## src/rtl/serial_adder_pkg.sv

```systemverilog
// Shared definitions for the bit-serial adder controller: default operand
// width, counter sizing helper and the FSM state encoding.
package serial_adder_pkg;

    localparam int WIDTH_DEF = 8;

    // Bit counter needs to address WIDTH bit positions; keep at least one bit.
    function automatic int cnt_width(input int w);
        return (w > 1) ? $clog2(w) : 1;
    endfunction

    localparam int CNT_W_DEF = cnt_width(WIDTH_DEF);

    typedef enum logic [1:0] {
        IDLE = 2'd0,
        RUN  = 2'd1,
        DONE = 2'd2
    } state_t;

endpackage

```

## src/rtl/bit_slice_fa.sv

```systemverilog
// Combinational 1-bit full adder used as the single arithmetic slice of the
// serial adder.
module bit_slice_fa (
    input  logic a,
    input  logic b,
    input  logic cin,
    output logic sum,
    output logic cout
);

    // Sum is the three-input parity, carry is the three-input majority.
    always_comb begin
        sum  = a ^ b ^ cin;
        cout = (a & b) | (a & cin) | (b & cin);
    end

endmodule

```

## src/rtl/serial_adder_ctrl.sv

```systemverilog
// Bit-serial adder controller: one full-adder slice processes the operands
// LSB first, one bit per clock, over WIDTH RUN cycles followed by a
// one-cycle DONE pulse.
// Optional build macro SERIAL_ADDER_SUB_EN adds a 'sub' input that turns the
// operation into A-B (B inverted, carry-in forced to 1, cout=1 means no
// borrow).
module serial_adder_ctrl
    import serial_adder_pkg::*;
#(
    parameter int WIDTH = WIDTH_DEF
) (
    input  logic             clk,
    input  logic             rst,
    input  logic             start,
    input  logic [WIDTH-1:0] a,
    input  logic [WIDTH-1:0] b,
    input  logic             cin,
`ifdef SERIAL_ADDER_SUB_EN
    input  logic             sub,
`endif
    output logic             busy,
    output logic             done,
    output logic [WIDTH-1:0] sum,
    output logic             cout
);

    localparam int              CNT_W = cnt_width(WIDTH);
    localparam logic [CNT_W-1:0] LAST = CNT_W'(WIDTH - 1);

    state_t           state;
    state_t           state_nxt;
    logic [WIDTH-1:0] a_r;
    logic [WIDTH-1:0] b_r;
    logic [WIDTH-1:0] sum_r;
    logic [CNT_W-1:0] cnt;
    logic             carry;
    logic             cout_r;
    logic [WIDTH-1:0] b_cap;
    logic             c_cap;
    logic             accept;
    logic             fa_s;
    logic             fa_c;

    assign accept = (state == IDLE) && start;

    // Select what gets loaded into the B operand and carry registers on start.
    always_comb begin
`ifdef SERIAL_ADDER_SUB_EN
        b_cap = sub ? ~b : b;
        c_cap = sub ? 1'b1 : cin;
`else
        b_cap = b;
        c_cap = cin;
`endif
    end

    // Single arithmetic slice, fed by the counter-selected operand bits.
    bit_slice_fa u_fa (
        .a    (a_r[cnt]),
        .b    (b_r[cnt]),
        .cin  (carry),
        .sum  (fa_s),
        .cout (fa_c)
    );

    // State register.
    always_ff @(posedge clk) begin
        if (rst) state <= IDLE;
        else     state <= state_nxt;
    end

    // Next-state logic: DONE always lasts one cycle and returns to IDLE.
    always_comb begin
        state_nxt = state;
        case (state)
            IDLE:    if (start)       state_nxt = RUN;
            RUN:     if (cnt == LAST) state_nxt = DONE;
            DONE:                     state_nxt = IDLE;
            default:                  state_nxt = IDLE;
        endcase
    end

    // Operand capture; operands are don't-care outside an operation.
    always_ff @(posedge clk) begin
        if (accept) begin
            a_r <= a;
            b_r <= b_cap;
        end
    end

    // Counter, carry and result accumulation; the counter holds on the last
    // bit instead of wrapping so it never aliases back into the operand.
    always_ff @(posedge clk) begin
        if (rst) begin
            cnt    <= '0;
            carry  <= 1'b0;
            sum_r  <= '0;
            cout_r <= 1'b0;
        end else if (accept) begin
            cnt   <= '0;
            carry <= c_cap;
        end else if (state == RUN) begin
            sum_r[cnt] <= fa_s;
            carry      <= fa_c;
            if (cnt == LAST) cout_r <= fa_c;
            else             cnt    <= cnt + 1'b1;
        end
    end

    // Status outputs decoded from the state.
    always_comb begin
        busy = (state != IDLE);
        done = (state == DONE);
    end

    assign sum  = sum_r;
    assign cout = cout_r;

endmodule

```

## config.mk

```make
export PLATFORM = sky130hd
export DESIGN_NAME = serial_adder_ctrl
export DESIGN_NICKNAME = d
export VERILOG_FILES = /design/src/rtl/serial_adder_pkg.sv /design/src/rtl/bit_slice_fa.sv /design/src/rtl/serial_adder_ctrl.sv
export SDC_FILE = /design/constraint.sdc
export NUM_CORES = 1
export LEC_CHECK = 0
export CAP_MARGIN = 20
export CORE_UTILIZATION = 43
export DETAILED_ROUTE_END_ITERATION = 16
export PLACE_DENSITY = 0.77
export SLEW_MARGIN = 20
export SYNTH_ARGS = -nofsm -noshare
export SYNTH_HDL_FRONTEND = slang
export SYNTH_SLANG_ARGS = --single-unit
```

## constraint.sdc

```tcl
create_clock -name clk -period 2.3 [get_ports clk]
set_input_delay 0.23 -clock clk [delete_from_list [all_inputs] [get_ports clk]]
set_output_delay 0.23 -clock clk [all_outputs]
set_load 0.02 [all_outputs]
```

Yosys cells after proc, flatten, opt, wreduce, memory -nomap -nowiden
Cells that the tools add are included.

Register bits after elaboration: 31. Input bits: 20. Output and inout bits: 11. Word-level logic and storage cells: 46.

$add $sub $neg: 1. Magnitude comparators: 2. Equal/unequal tests: 5. Mux-type cells: 12. Bitwise operators: 9. Reduce and logical (&&, ||, !) cells: 10.

Operators by type and width (count): $bwmux W8 (1); $bmux W1 S3 (2); $reduce_and A2 Y1 (3); $mux W1 (5); $lt A3 B4 Y1 const B (1); $mux W2 (2); $ne A2 B2 Y1 const B (2); $pmux W2 S2 (1); $reduce_bool A2 Y1 (2); $add A3 B1 Y3 const B (1); $and A1 B1 Y1 (3); $demux W1 S3 (1); $eq A3 B3 Y1 const B (1); $ge A3 B1 Y1 const B (1); $reduce_and A3 Y1 (1); $eq A2 B1 Y1 const B (1); $eq A2 B2 Y1 const B (1); $logic_and A1 B1 Y1 (2); $logic_not A2 Y1 (1); $not A1 Y1 (2); $or A1 B1 Y1 (2); $reduce_or A2 Y1 (1); $xor A1 B1 Y1 (2).

Depth between registers and ports, before layout
Gate-level depths: netlist of the first run.

Word-level depth: 7. Gate-level depth with buffers: 7. Gate-level depth less buffers: 6.

By module
Synthesis of the first run repeated with hierarchy kept, for this count alone.

Cells, all modules: 119. Area, all modules: 1392.6 um^2.

Modules (own cells, without submodules): serial_adder_ctrl (times used 1, cells each 118, area each 1372.6 um^2, seq. area each 780.7 um^2); bit_slice_fa (times used 1, cells each 1, area each 20.0 um^2, seq. area each 0.0 um^2).

Least setup slack after synthesis of the first run
Ideal clock, no wire load.

Kind: register -> register. From: register state[1]. To: register carry. Data arrival time: 2.109 ns. Data required time: 2.181 ns. Path slack: 0.072 ns. Stages on the path, launching flop included: 4. Buffers on the path: 0. Path through: dfxtp_1 > nor3b_1 > or2_2 > o21ai_1.

Word-level cells in the longest chain between the ends: 3.

Ends and longest elaborated chain: from (decl) (line serial_adder_ctrl.sv:30) `state_t state;`; from (signal assigned) (line serial_adder_ctrl.sv:69) `else state <= state_nxt;`; $logic_not A2 Y1 * (line serial_adder_ctrl.sv:44) `assign accept = (state == IDLE) && start;`; $logic_and A1 B1 Y1 * (line serial_adder_ctrl.sv:44); named net accept (line serial_adder_ctrl.sv:40) `logic accept;`; $mux W1 or $reduce_bool A2 Y1 (tied branches); to (signal assigned) (line serial_adder_ctrl.sv:101) `carry <= c_cap;`; to (decl) (line serial_adder_ctrl.sv:36) `logic carry;`.

Mark *: on every way through the listed nets, which the timed path passes. The rest lies on a longest branch. A chain may end at the register's enable or synchronous reset.

Worst setup path in the final report of the first run
From: register cnt[2]. To: register sum_r[4] (netlist: sum[4]).

Word-level cells in the longest chain between the ends: 5.

Ends and longest elaborated chain: from (decl) (line serial_adder_ctrl.sv:35) `logic [CNT_W-1:0] cnt;`; from (signal assigned) (line serial_adder_ctrl.sv:106) `else cnt <= cnt + 1'b1;`; $lt A3 B4 Y1 (not written as such), or another cell as far along (line serial_adder_ctrl.sv:103) `sum_r[cnt] <= fa_s;`; $logic_and A1 B1 Y1 (not written as such), or another cell as far along (line serial_adder_ctrl.sv:103); $mux W1 (not written as such) or $xor A1 B1 Y1 (tied branches) (line serial_adder_ctrl.sv:103, bit_slice_fa.sv:13); $demux W1 S3 or $xor A1 B1 Y1 (tied branches) (line serial_adder_ctrl.sv:103, bit_slice_fa.sv:13); $bwmux W8 * (line serial_adder_ctrl.sv:103); to (signal, indexed assignment) (line serial_adder_ctrl.sv:103); to (decl) (line serial_adder_ctrl.sv:34) `logic [WIDTH-1:0] sum_r;`.

Every way passes the cells marked *; elsewhere a longest branch is shown, timed or not. The select of a mux whose other input is x is not followed.

==> flow_summary_export.csv, run 1 <==
group,metric,value,unit
min_path,min_to,"a_r[6]$_DFFE_PP_",
finish,utilization,60.3,%
routing,first_iter_violations,22,
floorplan,initial_core_util,45.9,%
worst_setup_path,cp-end-kind,"flip-flop",
worst_setup_path,worst_path_largest_cell_delay,0.52,ns
cts,clk_transition_reported_paths,0.09,ns
floorplan,die_w,56.7,um
floorplan,ioPinCount,31,
sta,setup_viol_count_final,0,
worst_setup_path,rr_startpoint,"cnt[2]$_SDFFE_PP0P_",
finish,area_delta_synth_final,31.2,%
finish,antennaDiodeCount,0,
global_route,antenna_found_initial,0,
min_path,holdPathStages,1,
placed_design,dp_cells,155,
global_route,grt_pass1_vias,863,
sta,rsz0062_at_grt,"no",
cts,cts-root-buf,"clkbuf_4",
job,maxCapViolCount,0,
placed_design,gp_congestion,0.719,
worst_setup_path,slowest_stage,"fa_1",
worst_setup_path,crit_type,"reg2reg",
cts,cts_tree,"done",
min_path,hp-class,"in2reg",
synthesis,syn-instance-count,95,
sta,final_hold_viol_count,0,
pwr,p_clk_share,28.3,%
synthesis,syn-cell-area,0.00129,mm2
synthesis,synth-edff-count,16,
synthesis,synthFlopType,"edfxtp_1",
finish,final_cells,163,
worst_setup_path,critPathRequiredTime,2.53,ns
status,status,"complete, but fails checks",
global_route,grtUsageTotal,16.1,%
pwr,power_density,617,mW/mm2
placed_design,dp_hpwl,1.67,mm
synthesis,synth_most_common_cell,"edfxtp_1",
floorplan,die-height,56.7,um
routing,viasPerCell,5.33,
sta,slew_headroom,71.6,%
sta,worstMarginPinSlew,0.425,ns
pwr,switching_share,23.2,%
synthesis,yosysTopAreaCell,"edfxtp_1",
worst_setup_path,reg2reg_depth,5,
global_route,grt_max_degree,19,
floorplan,coreArea,0.00281,mm2
routing,wirelength,2.22,mm
worst_setup_path,start_kind,"flip-flop",
synthesis,synth_top_area_share,37.3,%
pwr,p_int,0.801,mW
sta,finalMaxSlewViolations,0,
synthesis,synthArstFlopShare,0,%
sta,skew,0.00823,ns
finish,drive_gt1_share,15.9,%
floorplan,num_rows,19,
worst_setup_path,path_max_fanout,10,
synthesis,syn_area_per_cell,13.6,um2
cts,clk_path_buf_depth,2,
cts,cts_sinks,31,
cts,clock_latency,0.33,ns
synthesis,yosysWarningCount,0,
routing,drcViolationCount,5,
cts,htreeDepth,2,
pwr,p_sw,0.242,mW
status,violations,"design-rule violations",
routing,drtPass1Iterations,10,
sta,final.setup.tns,0,ns
global_route,grt_overflow,0,
global_route,grt_first_pass_wirelength,3.79,mm
cts,ctsHoldBuffers,0,
worst_setup_path,path_cells,"mux2_2, a32oi_1, o211a_1, fa_1, a311oi_1",
pwr,p_seq_share,59.1,%
pwr,power_frac_comb,12.6,%
routing,antenna_left,0,
routing,wire_per_inst,13.6,um
worst_setup_path,cp.arrival,2.34,ns
worst_setup_path,rrSetupSlack,0.19,ns
cts,numCtsBuffers,5,
synthesis,synth-seq-cells,31,
finish,final_nets,154,
sta,fin_crit_sh,91.5,%
routing,num_vias,869,
worst_setup_path,r2r_end,"sum[4]$_SDFFE_PP0P_",
pwr,ir_worst_vdd,0.000354,V
synthesis,synthTopCellsByArea,"edfxtp_1 (37%), dfxtp_1 (23%), a311oi_1 (6.1%)",
synthesis,ys_seq_area_share,60.6,%
synthesis,yosysUniqueCellTypes,31,
sta,timing.fmax,475,MHz
pwr,p_leak,0.585,nW
floorplan,dieArea,0.00322,mm2
placed_design,io_buffers,30,
synthesis,yosys-top-cells-count,"edfxtp_1 (16), dfxtp_1 (15), a21oi_1 (9), a311oi_1 (9), nor2_1 (6)",
min_path,hp-start,"a[6]",
sta,timing.final.crit_period,2.11,ns
synthesis,syn_nets,118,
-- through the flow --
step                total power, mW  hold WS, ns  instance area [um2]  setup WS [ns]
global route                   1.09        0.432                 1690         0.0413
detailed placement            0.762        0.515                 1640          0.113
global placement              0.756        0.503                 1640          0.237
finish                         1.04        0.454                 1690          0.195
CTS                            1.06        0.432                 1690         0.0795
floorplan                     0.701        0.321                 1290         0.0721
-- sequential cells by signal (all words and copies together), names as in the netlist --
register and flops:
a_r 8, b_r 8, sum 8, cnt 3, state 2, carry 1, cout 1
-- cell usage in the layout, fill, tap and decap left out, types with 2 or more instances in the layout --
cell type / instances
clkdlybuf4s50_1: 30
edfxtp_1: 16
dfxtp_1: 14
a21oi_1: 9
a311oi_1: 9
nor2_1: 6
clkbuf_4: 5
buf_4: 5
nor2b_1: 4
mux2_2: 3
nand3b_1: 3
mux2i_1: 3
clkbuf_1: 3
or2_2: 2
nor3b_2: 2
mux4_2: 2
ha_1: 2
-- critical path: cells and delay by family, from the launching register on --
kind	cells	cell delay (ns)
adder cells (fa/ha/maj)	1	0.52
flip-flops	1	0.45
AO/OA/AOI/OAI	3	0.67
multiplexers	1	0.36
-- power by group through the flow --
stage	logic (mW)	clock network (mW)	registers, mW
2_1_floorplan	0.0710	0	0.630
3_3_place_gp	0.128	0	0.628
3_5_place_dp	0.132	0	0.630
4_1_cts	0.132	0.308	0.617
5_1_grt	0.143	0.332	0.619
6_report	0.131	0.295	0.616
-- layout make-up --
type                            instances  area (um2)
Inverter                                1        3.75
Sequential cell                        31         782
Timing Repair Buffer                   35         338
Multi-Input combinational cell         57         479
Clock buffer                            8        48.8
Fill cell                             230        1110
Tap cell                               31        38.8
-- routing by layer --
layer | vias up | share of wire, % | track usage [%]
li1 | 443 | - | -
met1 | 389 | 43 | 18.4
met2 | 30 | 49 | 26.2
met3 | 7 | 6.1 | 6.91
met4 | 0 | 2.3 | 7.32
met5 | - | 0 | 0
-- kinds of logic (layout without fill, tap and decap cells) --
logic type | after synthesis | after routing | synth area share, %
flops | 31 | 31 | 60.6
compound gates | 24 | 24 | 13.3
simple gates | 21 | 21 | 10.9
mux | 8 | 8 | 8.45
buf+inv | 7 | 44 | 2.62
fa+ha+maj | 3 | 3 | 3.49
xor+xnor | 1 | 1 | 0.680
-- timing repair --
item,in CTS,in global routing
gates resized for setup,0,1
endpoints found under the setup margin,0,8
setup buffers,0,0
-- worst max path at each step --
stage,slack (ns),startpoint,depth (start not counted),to
finish,0.19,cnt[2]$_SDFFE_PP0P_,5,sum[4]$_SDFFE_PP0P_
CTS,0.08,cnt[2]$_SDFFE_PP0P_,5,sum[6]$_SDFFE_PP0P_
global placement,0.24,cnt[2]$_SDFFE_PP0P_,5,sum[1]$_SDFFE_PP0P_
floorplan,0.07,state[1]$_SDFFE_PP0P_,3,carry$_SDFFE_PP0P_
detailed placement,0.11,cnt[2]$_SDFFE_PP0P_,5,sum[6]$_SDFFE_PP0P_
global route,0.04,cnt[1]$_SDFFE_PP0P_,6,sum[4]$_SDFFE_PP0P_
(Power assumes the default switching activity.)
==> inputs of run 2 (changes only) <==
RECOVER_POWER = 100   (was unset)
SKIP_CTS_REPAIR_TIMING = 1   (was unset)
==> run 2 against run 1 <==
Compared with the run above: the run still ends with design-rule violations left; design area shrank 0.52%; utilization shrank 0.31 points; setup slack about the same; largest cell class unchanged.
==> flow_summary_export.csv, run 2 (same netlist as run 1, synthesis figures left out) <==
group,metric,value,unit
worst_setup_path,cp-end-kind,"flip-flop",
routing,drcViolationCount,5,
sta,fin_crit_sh,91.5,%
finish,area_delta_synth_final,30.5,%
routing,wirelength,2.21,mm
sta,worstMarginPinSlew,0.887,ns
placed_design,io_buffers,30,
finish,drive_gt1_share,14.4,%
worst_setup_path,critPathRequiredTime,2.53,ns
global_route,grt_first_pass_wirelength,3.79,mm
worst_setup_path,rr_startpoint,"cnt[2]$_SDFFE_PP0P_",
sta,slew_headroom,40.9,%
global_route,grtUsageTotal,16.1,%
placed_design,gp_congestion,0.719,
sta,final_hold_viol_count,0,
worst_setup_path,reg2reg_depth,5,
cts,htreeDepth,2,
sta,final.setup.tns,0,ns
worst_setup_path,rrSetupSlack,0.20,ns
sta,skew,0.00571,ns
status,status,"complete, but fails checks",
min_path,min_to,"carry$_SDFFE_PP0P_",
worst_setup_path,r2r_end,"sum[4]$_SDFFE_PP0P_",
floorplan,dieArea,0.00322,mm2
worst_setup_path,cp.arrival,2.33,ns
global_route,grt_pass1_vias,863,
routing,viasPerCell,5.35,
routing,num_vias,872,
cts,numCtsBuffers,5,
global_route,antenna_found_initial,0,
cts,cts_tree,"done",
global_route,grt_max_degree,19,
worst_setup_path,crit_type,"reg2reg",
status,violations,"design-rule violations",
finish,n_fill_cell,233,
sta,timing.final.crit_period,2.10,ns
finish,antennaDiodeCount,0,
finish,utilization,59.9,%
routing,wire_per_inst,13.6,um
global_route,grt_overflow,0,
sta,finalMaxSlewViolations,0,
sta,rsz0062_at_grt,"no",
sta,setup_viol_count_final,0,
worst_setup_path,start_kind,"flip-flop",
cts,cts_sinks,31,
cts,clk_transition_reported_paths,0.09,ns
min_path,holdPathStages,3,
placed_design,dp_hpwl,1.67,mm
cts,clk_path_buf_depth,2,
floorplan,die-height,56.7,um
floorplan,num_rows,19,
finish,final_nets,154,
finish,final_common_cell,"dlygate4sd3_1",
min_path,hp-start,"cin",
routing,first_iter_violations,21,
min_path,hp-class,"in2reg",
pwr,p_leak,0.618,nW
cts,cts-root-buf,"clkbuf_4",
finish,multiInputGateArea,474,um2
job,maxCapViolCount,0,
routing,antenna_left,0,
floorplan,coreArea,0.00281,mm2
floorplan,ioPinCount,31,
pwr,ir_worst_vdd,0.000350,V
cts,clock_latency,0.32,ns
finish,seq_area,782,um2
floorplan,die_w,56.7,um
worst_setup_path,path_max_fanout,10,
pwr,power_density,614,mW/mm2
sta,timing.fmax,475,MHz
floorplan,initial_core_util,45.9,%
finish,final_cell_mix,"dlygate4sd3_1 (27), edfxtp_1 (16), dfxtp_1 (14)",
routing,drtPass1Iterations,10,
[run 2: cell types whose count changed in the layout (fill, tap and decap cells not counted), sizes merged]
cell,change
dlygate4sd3,+27
clkbuf,+1
buf,-1
clkdlybuf4s50,-27
[run 2: worst max-delay path, cell delays in order (launching register included)]
cell and delay [ns]:
dfxtp_2 0.45, mux2_2 0.36, a32oi_1 0.20, o211a_1 0.18
fa_1 0.52, a311oi_1 0.29
[run 2: worst max path at each step]
| stage | start | end | slack, ns |
|---|---|---|---|
| floorplan | state[1]$_SDFFE_PP0P_ | carry$_SDFFE_PP0P_ | 0.07 |
| global placement | cnt[2]$_SDFFE_PP0P_ | sum[1]$_SDFFE_PP0P_ | 0.24 |
| detailed placement | cnt[2]$_SDFFE_PP0P_ | sum[6]$_SDFFE_PP0P_ | 0.11 |
| CTS | cnt[2]$_SDFFE_PP0P_ | sum[6]$_SDFFE_PP0P_ | 0.08 |
| global route | cnt[1]$_SDFFE_PP0P_ | sum[4]$_SDFFE_PP0P_ | 0.04 |
| finish | cnt[2]$_SDFFE_PP0P_ | sum[4]$_SDFFE_PP0P_ | 0.20 |
[run 2: cell type report]
type / instances / area share, %
sequential: 31 / 46.5
multi-input combinational: 57 / 28.2
clock buffer: 8 / 2.90
timing repair buffer: 35 / 19.9
tap: 31 / 2.31
inverter: 1 / 0.223
[run 2: power breakdown]
| group | total (mW) | switching, mW | internal, mW | leakage [nW] |
|---|---|---|---|---|
| Sequential | 0.616 | 0.00937 | 0.607 | 0.275 |
| Clock | 0.294 | 0.172 | 0.122 | 0.0265 |
| Combinational | 0.122 | 0.0584 | 0.0640 | 0.317 |
| Total | 1.03 | 0.240 | 0.793 | 0.618 |
[run 2: stage by stage]
step                      total power, mW  instance area [um2]  setup WS, ns  hold slack [ns]  std cells
final                                1.03                 1680         0.195            0.483        163
after global routing                 1.09                 1680        0.0413            0.469        163
after CTS                            1.06                 1690        0.0795            0.432        163
after detailed placement            0.762                 1640         0.113            0.515        155
after global placement              0.756                 1640         0.237            0.503        155
after floorplan                     0.701                 1290        0.0721            0.321         95
[run 2: metal layers]
metal / vias to the layer above / track usage, % / routed length [um]
li1: 443 / - / -
met1: 390 / 18.4 / 934
met2: 32 / 26.2 / 1090
met3: 7 / 6.91 / 135
met4: 0 / 7.32 / 51
met5: - / 0 / 0
